**src/rtl/pulse_stretcher.sv**
```systemverilog
// Stretches a one-cycle trigger into a level of programmable width after a programmable delay.
// Optional build macro PULSE_STRETCH_RETRIGGER_EN: a trigger during the level extends it.
module pulse_stretcher #(
  parameter int CNT_W   = 8,
  parameter int HOLDOFF = 2
) (
  input  logic             Clock,
  input  logic             ResetN,
  input  logic             InPulse,
  input  logic [CNT_W-1:0] Delay,
  input  logic [CNT_W-1:0] Width,
  output logic             OutLevel,
  output logic             Busy,
  output logic             Missed,
  output logic [1:0]       dbg_state
);

  typedef enum logic [1:0] {
    S_IDLE   = 2'd0,
    S_DELAY  = 2'd1,
    S_ACTIVE = 2'd2,
    S_HOLD   = 2'd3
  } state_t;

  localparam logic [CNT_W-1:0] ONE      = CNT_W'(1);
  localparam logic [CNT_W-1:0] HOLD_CNT = CNT_W'(HOLDOFF);

  state_t           state;
  logic [CNT_W-1:0] cnt;
  logic [CNT_W-1:0] width_q;
  logic [CNT_W-1:0] width_eff;
  logic             retrig_en;

  // A requested width of zero still produces a one-cycle level.
  assign width_eff = (Width == '0) ? ONE : Width;
  assign dbg_state = state;

`ifdef PULSE_STRETCH_RETRIGGER_EN
  assign retrig_en = 1'b1;
`else
  assign retrig_en = 1'b0;
`endif

  // The counter only ever decrements from a value >= 1, so it cannot wrap.
  always_ff @(posedge Clock) begin
    if (!ResetN) begin
      state    <= S_IDLE;
      cnt      <= '0;
      width_q  <= '0;
      OutLevel <= 1'b0;
      Busy     <= 1'b0;
      Missed   <= 1'b0;
    end else begin
      Missed <= 1'b0;
      case (state)
        S_IDLE: begin
          if (InPulse) begin
            Busy    <= 1'b1;
            width_q <= width_eff;
            if (Delay == '0) begin
              state    <= S_ACTIVE;
              cnt      <= width_eff;
              OutLevel <= 1'b1;
            end else begin
              state <= S_DELAY;
              cnt   <= Delay;
            end
          end
        end
        S_DELAY: begin
          Missed <= InPulse;
          if (cnt == ONE) begin
            state    <= S_ACTIVE;
            cnt      <= width_q;
            OutLevel <= 1'b1;
          end else begin
            cnt <= cnt - ONE;
          end
        end
        S_ACTIVE: begin
          if (retrig_en && InPulse) begin
            cnt <= width_eff;
          end else begin
            Missed <= InPulse;
            if (cnt == ONE) begin
              OutLevel <= 1'b0;
              if (HOLDOFF > 0) begin
                state <= S_HOLD;
                cnt   <= HOLD_CNT;
              end else begin
                state <= S_IDLE;
                cnt   <= '0;
                Busy  <= 1'b0;
              end
            end else begin
              cnt <= cnt - ONE;
            end
          end
        end
        S_HOLD: begin
          Missed <= InPulse;
          if (cnt == ONE) begin
            state <= S_IDLE;
            cnt   <= '0;
            Busy  <= 1'b0;
          end else begin
            cnt <= cnt - ONE;
          end
        end
        default: state <= S_IDLE;
      endcase
    end
  end

endmodule

```
**config.mk**
```make
export PLATFORM = sky130hd
export DESIGN_NAME = pulse_stretcher
export DESIGN_NICKNAME = d
export VERILOG_FILES = /design/src/rtl/pulse_stretcher.sv
export SDC_FILE = /design/constraint.sdc
export NUM_CORES = 1
export LEC_CHECK = 0
export BUFFER_PORTS_ARGS = -buffer_cell sky130_fd_sc_hd__buf_2
export CAP_MARGIN = 20
export CELL_PAD_IN_SITES_DETAIL_PLACEMENT = 1
export CELL_PAD_IN_SITES_GLOBAL_PLACEMENT = 1
export CORE_MARGIN = 2
export CORE_UTILIZATION = 43
export CTS_CLUSTER_DIAMETER = 150
export DETAILED_ROUTE_END_ITERATION = 8
export GPL_ROUTABILITY_DRIVEN = 0
export HOLD_SLACK_MARGIN = 0.08
export PLACE_DENSITY = 0.9
export RECOVER_POWER = 25
export SLEW_MARGIN = 20
export SYNTH_ARGS = -nofsm -noshare
export SYNTH_HDL_FRONTEND = slang
export SYNTH_SLANG_ARGS = --single-unit
```
**constraint.sdc**
```tcl
create_clock -name Clock -period 4.15 [get_ports Clock]
set_input_delay 0.83 -clock Clock [delete_from_list [all_inputs] [get_ports Clock]]
set_output_delay 0.83 -clock Clock [all_outputs]
set_load 0.005 [all_outputs]
```
==> reports/results.ini, run 1 <==
[cts]
htreeDepth = 1
clock_sinks = 21
cts_buffer_depth = 2
cts_tree = done
numCtsBuffers = 3
insertion_delay_ns = 0.32
cts_setup_buffers = 0
postCtsHoldBufs = 0
ctsResizeCount = 0
clock-root-buffer = clkbuf_4
path_clk_slew_ns = 0.13

[floorplanning]
core_um2 = 2805
initial_core_util = 0.4630
die_h_um = 58.96
io_pins = 24
die-width_um = 58.96
dieArea_um2 = 3476
num_rows = 19

[global_routing]
overflow = 0
grt_use_met1 = 0.3324
use_met2 = 0.4079
grt_use_met3 = 0.03736
first_global_vias = 1405
grt_pass1_wl_um = 6679
antenna_found_initial = 0
track_usage = 0.2527
grt_max_degree = 23
top_usage_layer = met2

[route]
viasPerCell = 6.395
wl_um = 3912
drt_iter0_drc = 41
first_pass_iters = 6
ant_nets = 0
vias = 1375
drc = 1
wl_per_cell_um = 18.20

[sta]
hold_violations = 0
slew_headroom = 0.6467
setup_tns_ns = 0
fin_skew_ns = 0.01157
finalMaxSlewViolations = 0
min_period_ns = 2.215
finalSetupViolCount = 0
finalCritPeriodShare = 0.5336
rsz0062_at_grt = no
max_freq_mhz = 451.6
worstMarginPinSlew_ns = 0.5251

[yosys]
synth-simple-area-share = 0.2813
synth_edf_count = 0
synth_flop_cell = dfxtp_1
synthDistinctLibCells = 42
synth_top_family_by_area = compound AO/OA/AOI/OAI gates
synthCells = 165
seq_area_frac_synth = 0.3237
muxShareOfSynthArea = 0
ys_seq_elements = 21
synth_compound_area_frac = 0.2852
async_flop_share = 0
synth.cell_area_um2 = 1299
syn-num-nets = 191
ys_warn_count = 0
avgSynthCellArea_um2 = 7.871
synthXorXnorAreaFrac = 0.006744
yosys.area_share.adder = 0.06744

[layout]
drive_above_1_share = 0.1848
syn_to_final_growth_pct = 11.56
antenna_cells = 0
postLayoutCoreUtil = 0.5165
finalInstanceArea_um2 = 1449
num-nets-final = 211

[worst_setup_path]
criticalPathCategory = flop to flop
crit_chain = or4_4 -> nor3_4 -> o21ai_2 -> or3_1 -> a21boi_1
slowest_stage = or4_4
worst_path_largest_cell_delay_ns = 0.59
critPathArrivalTime_ns = 2.48
crit_path_end_kind = flop
reg2reg_depth = 5
worst_setup_path_start_kind = flop
cp.required_ns = 4.42
critPathMaxFanout = 10

[pwr]
p_int_uw = 484.4
worst_ir_drop_vdd_uv = 299.5
powerDensity_nw_per_um2 = 619.1
switching_power_uw = 412.7
combPwrFrac = 0.509
p_leak_uw = 0.0005762
pwr-share-clk = 0.118
netSwitchingFraction = 0.4601
seq_power_share = 0.372

[status]
status = finished with violations
violations = DRC

[placement]
io_buffers = 23
placed_area_um2 = 1421
place.detailed.hpwl_um = 3008

[min_path]
hold_path.class = flop to flop
min_path_cells = 2

[run]
cap_violations = 0

-- worst max-delay path: cells and delay by family (launching register included) --
family | cells | cell delay (ns)
compound gates | 2 | 0.30
flops | 1 | 0.40
simple gates | 3 | 1.45
-- flip-flops by register name (all words and copies together) (netlist names) --
register   cells
width_q        8
cnt            8
Missed         1
Busy           1
dbg_state      2
OutLevel       1
-- final timing paths --
| path | to | slack, ns | startpoint |
|---|---|---|---|
| min | width_q[4]$_SDFFE_PN0P_ | 0.50 | width_q[4]$_SDFFE_PN0P_ |
| max | dbg_state[0]$_SDFFE_PN0P_ | 1.94 | cnt[2]$_SDFFE_PN0P_ |
| min reg2reg | width_q[4]$_SDFFE_PN0P_ | 0.50 | width_q[4]$_SDFFE_PN0P_ |
| max reg2reg | dbg_state[0]$_SDFFE_PN0P_ | 1.94 | cnt[2]$_SDFFE_PN0P_ |
-- cells in the mapped netlist (4+ instances only) --
library cell | count | share of area
a21boi_0 | 7 | 0.040
a21oi_1 | 14 | 0.054
a221oi_1 | 4 | 0.027
clkbuf_1 | 7 | 0.020
dfxtp_1 | 21 | 0.32
ha_1 | 7 | 0.067
inv_1 | 4 | 0.012
nand2_1 | 26 | 0.075
nand3_1 | 6 | 0.023
nor2_1 | 7 | 0.020
nor2b_1 | 4 | 0.019
nor3_1 | 5 | 0.019
nor4_1 | 4 | 0.019
o21ai_0 | 11 | 0.042
-- metrics by stage --
| stage | total power (uW) | setup slack (ns) | hold WS (ns) | std cells |
|---|---|---|---|---|
| final | 897.1 | 1.935 | 0.5042 | 215 |
| after global routing | 970.5 | 1.862 | 0.5331 | 215 |
| after CTS | 896.9 | 1.924 | 0.5054 | 215 |
| after detailed placement | 786.2 | 1.842 | 0.4877 | 211 |
| after global placement | 754.9 | 1.915 | 0.4612 | 211 |
| after floorplan | 654.0 | 2.106 | 0.4435 | 165 |
-- cells by family (layout without fill, tap and decap cells) --
family | Yosys count | after routing
flip-flops | 21 | 21
AND/OR/NAND/NOR | 69 | 69
AO/OA/AOI/OAI | 55 | 55
buffers and inverters | 12 | 31
XOR/XNOR | 1 | 1
adder cells (fa/ha/maj) | 7 | 7
-- layout by cell type, fill, tap and decap left out, types with 2 or more instances in the layout --
master / instances
clkbuf_4: 3
or3_1: 2
inv_1: 4
and3_1: 2
ha_1: 7
a221oi_1: 4
a21boi_0: 7
a311oi_1: 2
nand2b_1: 2
nand3_1: 6
o21ai_1: 2
dfxtp_1: 21
nor4_1: 4
nor3b_1: 2
nor3_1: 5
buf_2: 23
o31ai_1: 2
nor2_1: 7
nor2b_1: 4
a31oi_1: 2
o21ai_0: 11
nand2_1: 26
a221o_1: 2
a21oi_1: 14
-- final cells by class --
class | instances | area [um2]
timing repair buffer | 23 | 115.1
clock buffer | 3 | 22.52
multi-input combinational | 132 | 832.0
sequential | 21 | 420.4
tap | 31 | 38.79
inverter | 4 | 15.01
fill | 357 | 1356
clock inverter | 1 | 5.005
-- power groups by stage --
stage | logic (uW) | clock network (uW) | registers [uW]
2_1_floorplan | 336 | 0 | 318
3_3_place_gp | 426 | 0 | 329
3_5_place_dp | 450 | 0 | 337
4_1_cts | 457 | 109 | 332
5_1_grt | 511 | 116 | 344
6_report | 457 | 106 | 334
-- layer usage --
| layer | vias up | part of all wire | routed length, um |
|---|---|---|---|
| met5 | - | 0 | 0 |
| met4 | 0 | 0.025 | 96 |
| met3 | 11 | 0.043 | 170 |
| met2 | 44 | 0.49 | 1900 |
| met1 | 670 | 0.45 | 1744 |
| li1 | 650 | - | - |
Note: power is estimated with default switching activity, not from simulation.
==> inputs of run 2 (changes only) <==
Settings changed: CORE_UTILIZATION 43 to 40, PLACE_DENSITY 0.9 to 0.85.
Clock period 4.15 ns to 2.1 ns, I/O delays scaled along.
==> run 2 against run 1 <==
  * The flow now finishes without violations
  * Global-route usage fell by 1.4 points
  * Critical path type unchanged
  * Clock skew down 0.0071 ns
  * Combinational power rose by 120%
  * Largest power group unchanged
  * First-iteration DRC count rose by 66%
  * Non-clock buffer count up 8
  * Flip-flop and latch count did not move
  * Die area increased by 7.0%
  * Clock-buffer cell count stayed put
  * Clock power increased by 93%
==> reports/results.ini, run 2 (synthesized netlist as in run 1, its figures left out) <==
[sta]
hold_violations = 0
fin_skew_ns = 0.004435
hold_slack_ns = 0.3587
finalMaxSlewViolations = 0
setup_tns_ns = 0
slew_headroom = 0.6710
finalSetupViolCount = 0
finalCritPeriodShare = 0.9817
min_period_ns = 2.062
worstMarginPinSlew_ns = 0.4925
max_freq_mhz = 485.1

[pwr]
combPwrFrac = 0.539
powerDensity_nw_per_um2 = 1218
netSwitchingFraction = 0.4604
pwr-share-clk = 0.111
switching_power_uw = 851.9
seq_power_share = 0.350
p_int_uw = 998.4
worst_ir_drop_vdd_uv = 597.0
finalPower_uw = 1850
p_leak_uw = 0.0005993

[min_path]
hold_path.class = primary input to flop
min-delay-start = Width[3]

[layout]
mostFrequentLayoutCells = nand2_1 (26), dfxtp_1 (21), buf_2 (18)
drive_above_1_share = 0.1927
num-nets-final = 219
final.fill_count = 404
final_cells = 236
postLayoutCoreUtil = 0.4935
multi_input_area_um2 = 832.0
seq_area_um2 = 420.4
mostFrequentLayoutCell = nand2_1
syn_to_final_growth_pct = 16.96
antenna_cells = 0

[cts]
clock_sinks = 21
insertion_delay_ns = 0.32
htreeDepth = 1
cts_tree = done
numCtsBuffers = 3
clock-root-buffer = clkbuf_4
path_clk_slew_ns = 0.12
cts_buffer_depth = 2

[global_routing]
first_global_vias = 1372
track_usage = 0.2386
grt_use_met1 = 0.3138
antenna_found_initial = 0
grt_pass1_wl_um = 6589
use_met2 = 0.3932
overflow = 0
grt_max_degree = 23
top_usage_layer = met2
grt_use_met3 = 0.02559

[status]
status = complete, no violations

[floorplanning]
die-width_um = 60.98
num_rows = 20
io_pins = 24
dieArea_um2 = 3719
initial_core_util = 0.4220
die_h_um = 60.98
core_um2 = 3078

[worst_setup_path]
cp.required_ns = 2.30
setup.worst_path.start = cnt[2]$_SDFFE_PN0P_
worst_setup_path_start_kind = flop
r2r-start = cnt[2]$_SDFFE_PN0P_
crit_path_end_kind = flop
critPathArrivalTime_ns = 2.26
criticalPathCategory = flop to flop
critPathMaxFanout = 7

[route]
drt_iter0_drc = 68
ant_nets = 0
viasPerCell = 5.894
wl_per_cell_um = 17.17
first_pass_iters = 4
vias = 1391
drc = 0
wl_um = 4052

[placement]
place.detailed.hpwl_um = 3146
io_buffers = 23
dp.cells = 230

[run]
cap_violations = 0

==> run 2: cell count changes in the layout (fill, tap and decap cells not counted) <==
cell      before  now
buf_4          0    8
clkbuf_1       0    5
and2_0         1    0
and2_1         1    2
buf_2         23   18
==> run 2: stage by stage <==
step / setup slack (ns) / cell area, um2
floorplan: 0.2081 / 1299
global route: -0.002705 / 1519
CTS: 0.04069 / 1510
detailed placement: 0.02132 / 1483
global placement: 0.2239 / 1483
finish: 0.03841 / 1519
==> run 2: power by group through the flow <==
| stage | Combinational [uW] | Clock [uW] | Sequential, uW |
|---|---|---|---|
| after global routing | 1110 | 218 | 666 |
| after CTS | 980 | 207 | 646 |
| after floorplan | 664 | 0 | 628 |
| after detailed placement | 973 | 0 | 655 |
| after global placement | 915 | 0 | 642 |
| final | 997 | 205 | 648 |
==> run 2: routing by layer <==
metal | wire length (um) | vias up
met5 | 0 | -
met4 | 107 | 0
met3 | 184 | 13
met2 | 1994 | 39
met1 | 1767 | 670
li1 | - | 669
==> run 2: critical path: stages (launching register included) <==
cell and delay, ns:
dfxtp_1 0.38, or4_4 0.58, nor3_4 0.22, buf_4 0.20, nor3_1 0.06, a311oi_1 0.36, o21ai_1 0.14
==> run 2: repair_timing <==
| action | in CTS | in global routing |
|---|---|---|
| pin swaps | 1 | 2 |
| setup endpoints to repair | 1 | 1 |
| hold buffers | 0 | 0 |
| buffers inserted | 0 | 2 |
| resized for setup | 0 | 0 |
==> run 2: final cells by class <==
type,count,share of cell area
Multi-Input combinational cell,132,0.5478
Clock inverter,1,0.003295
Timing Repair Buffer,31,0.1112
Tap cell,44,0.03624
Clock buffer,3,0.01483
Inverter,4,0.009885
Sequential cell,21,0.2768
==> run 2: final timing paths <==
check                            endpoint  slack, ns  cells past startpoint
setup reg to reg      cnt[0]$_SDFFE_PN0P_       0.04                      6
hold reg to reg   width_q[3]$_SDFFE_PN0P_       0.47                      2
hold / removal    width_q[3]$_SDFFE_PN0P_       0.36                      3
setup / recovery      cnt[0]$_SDFFE_PN0P_       0.04                      6
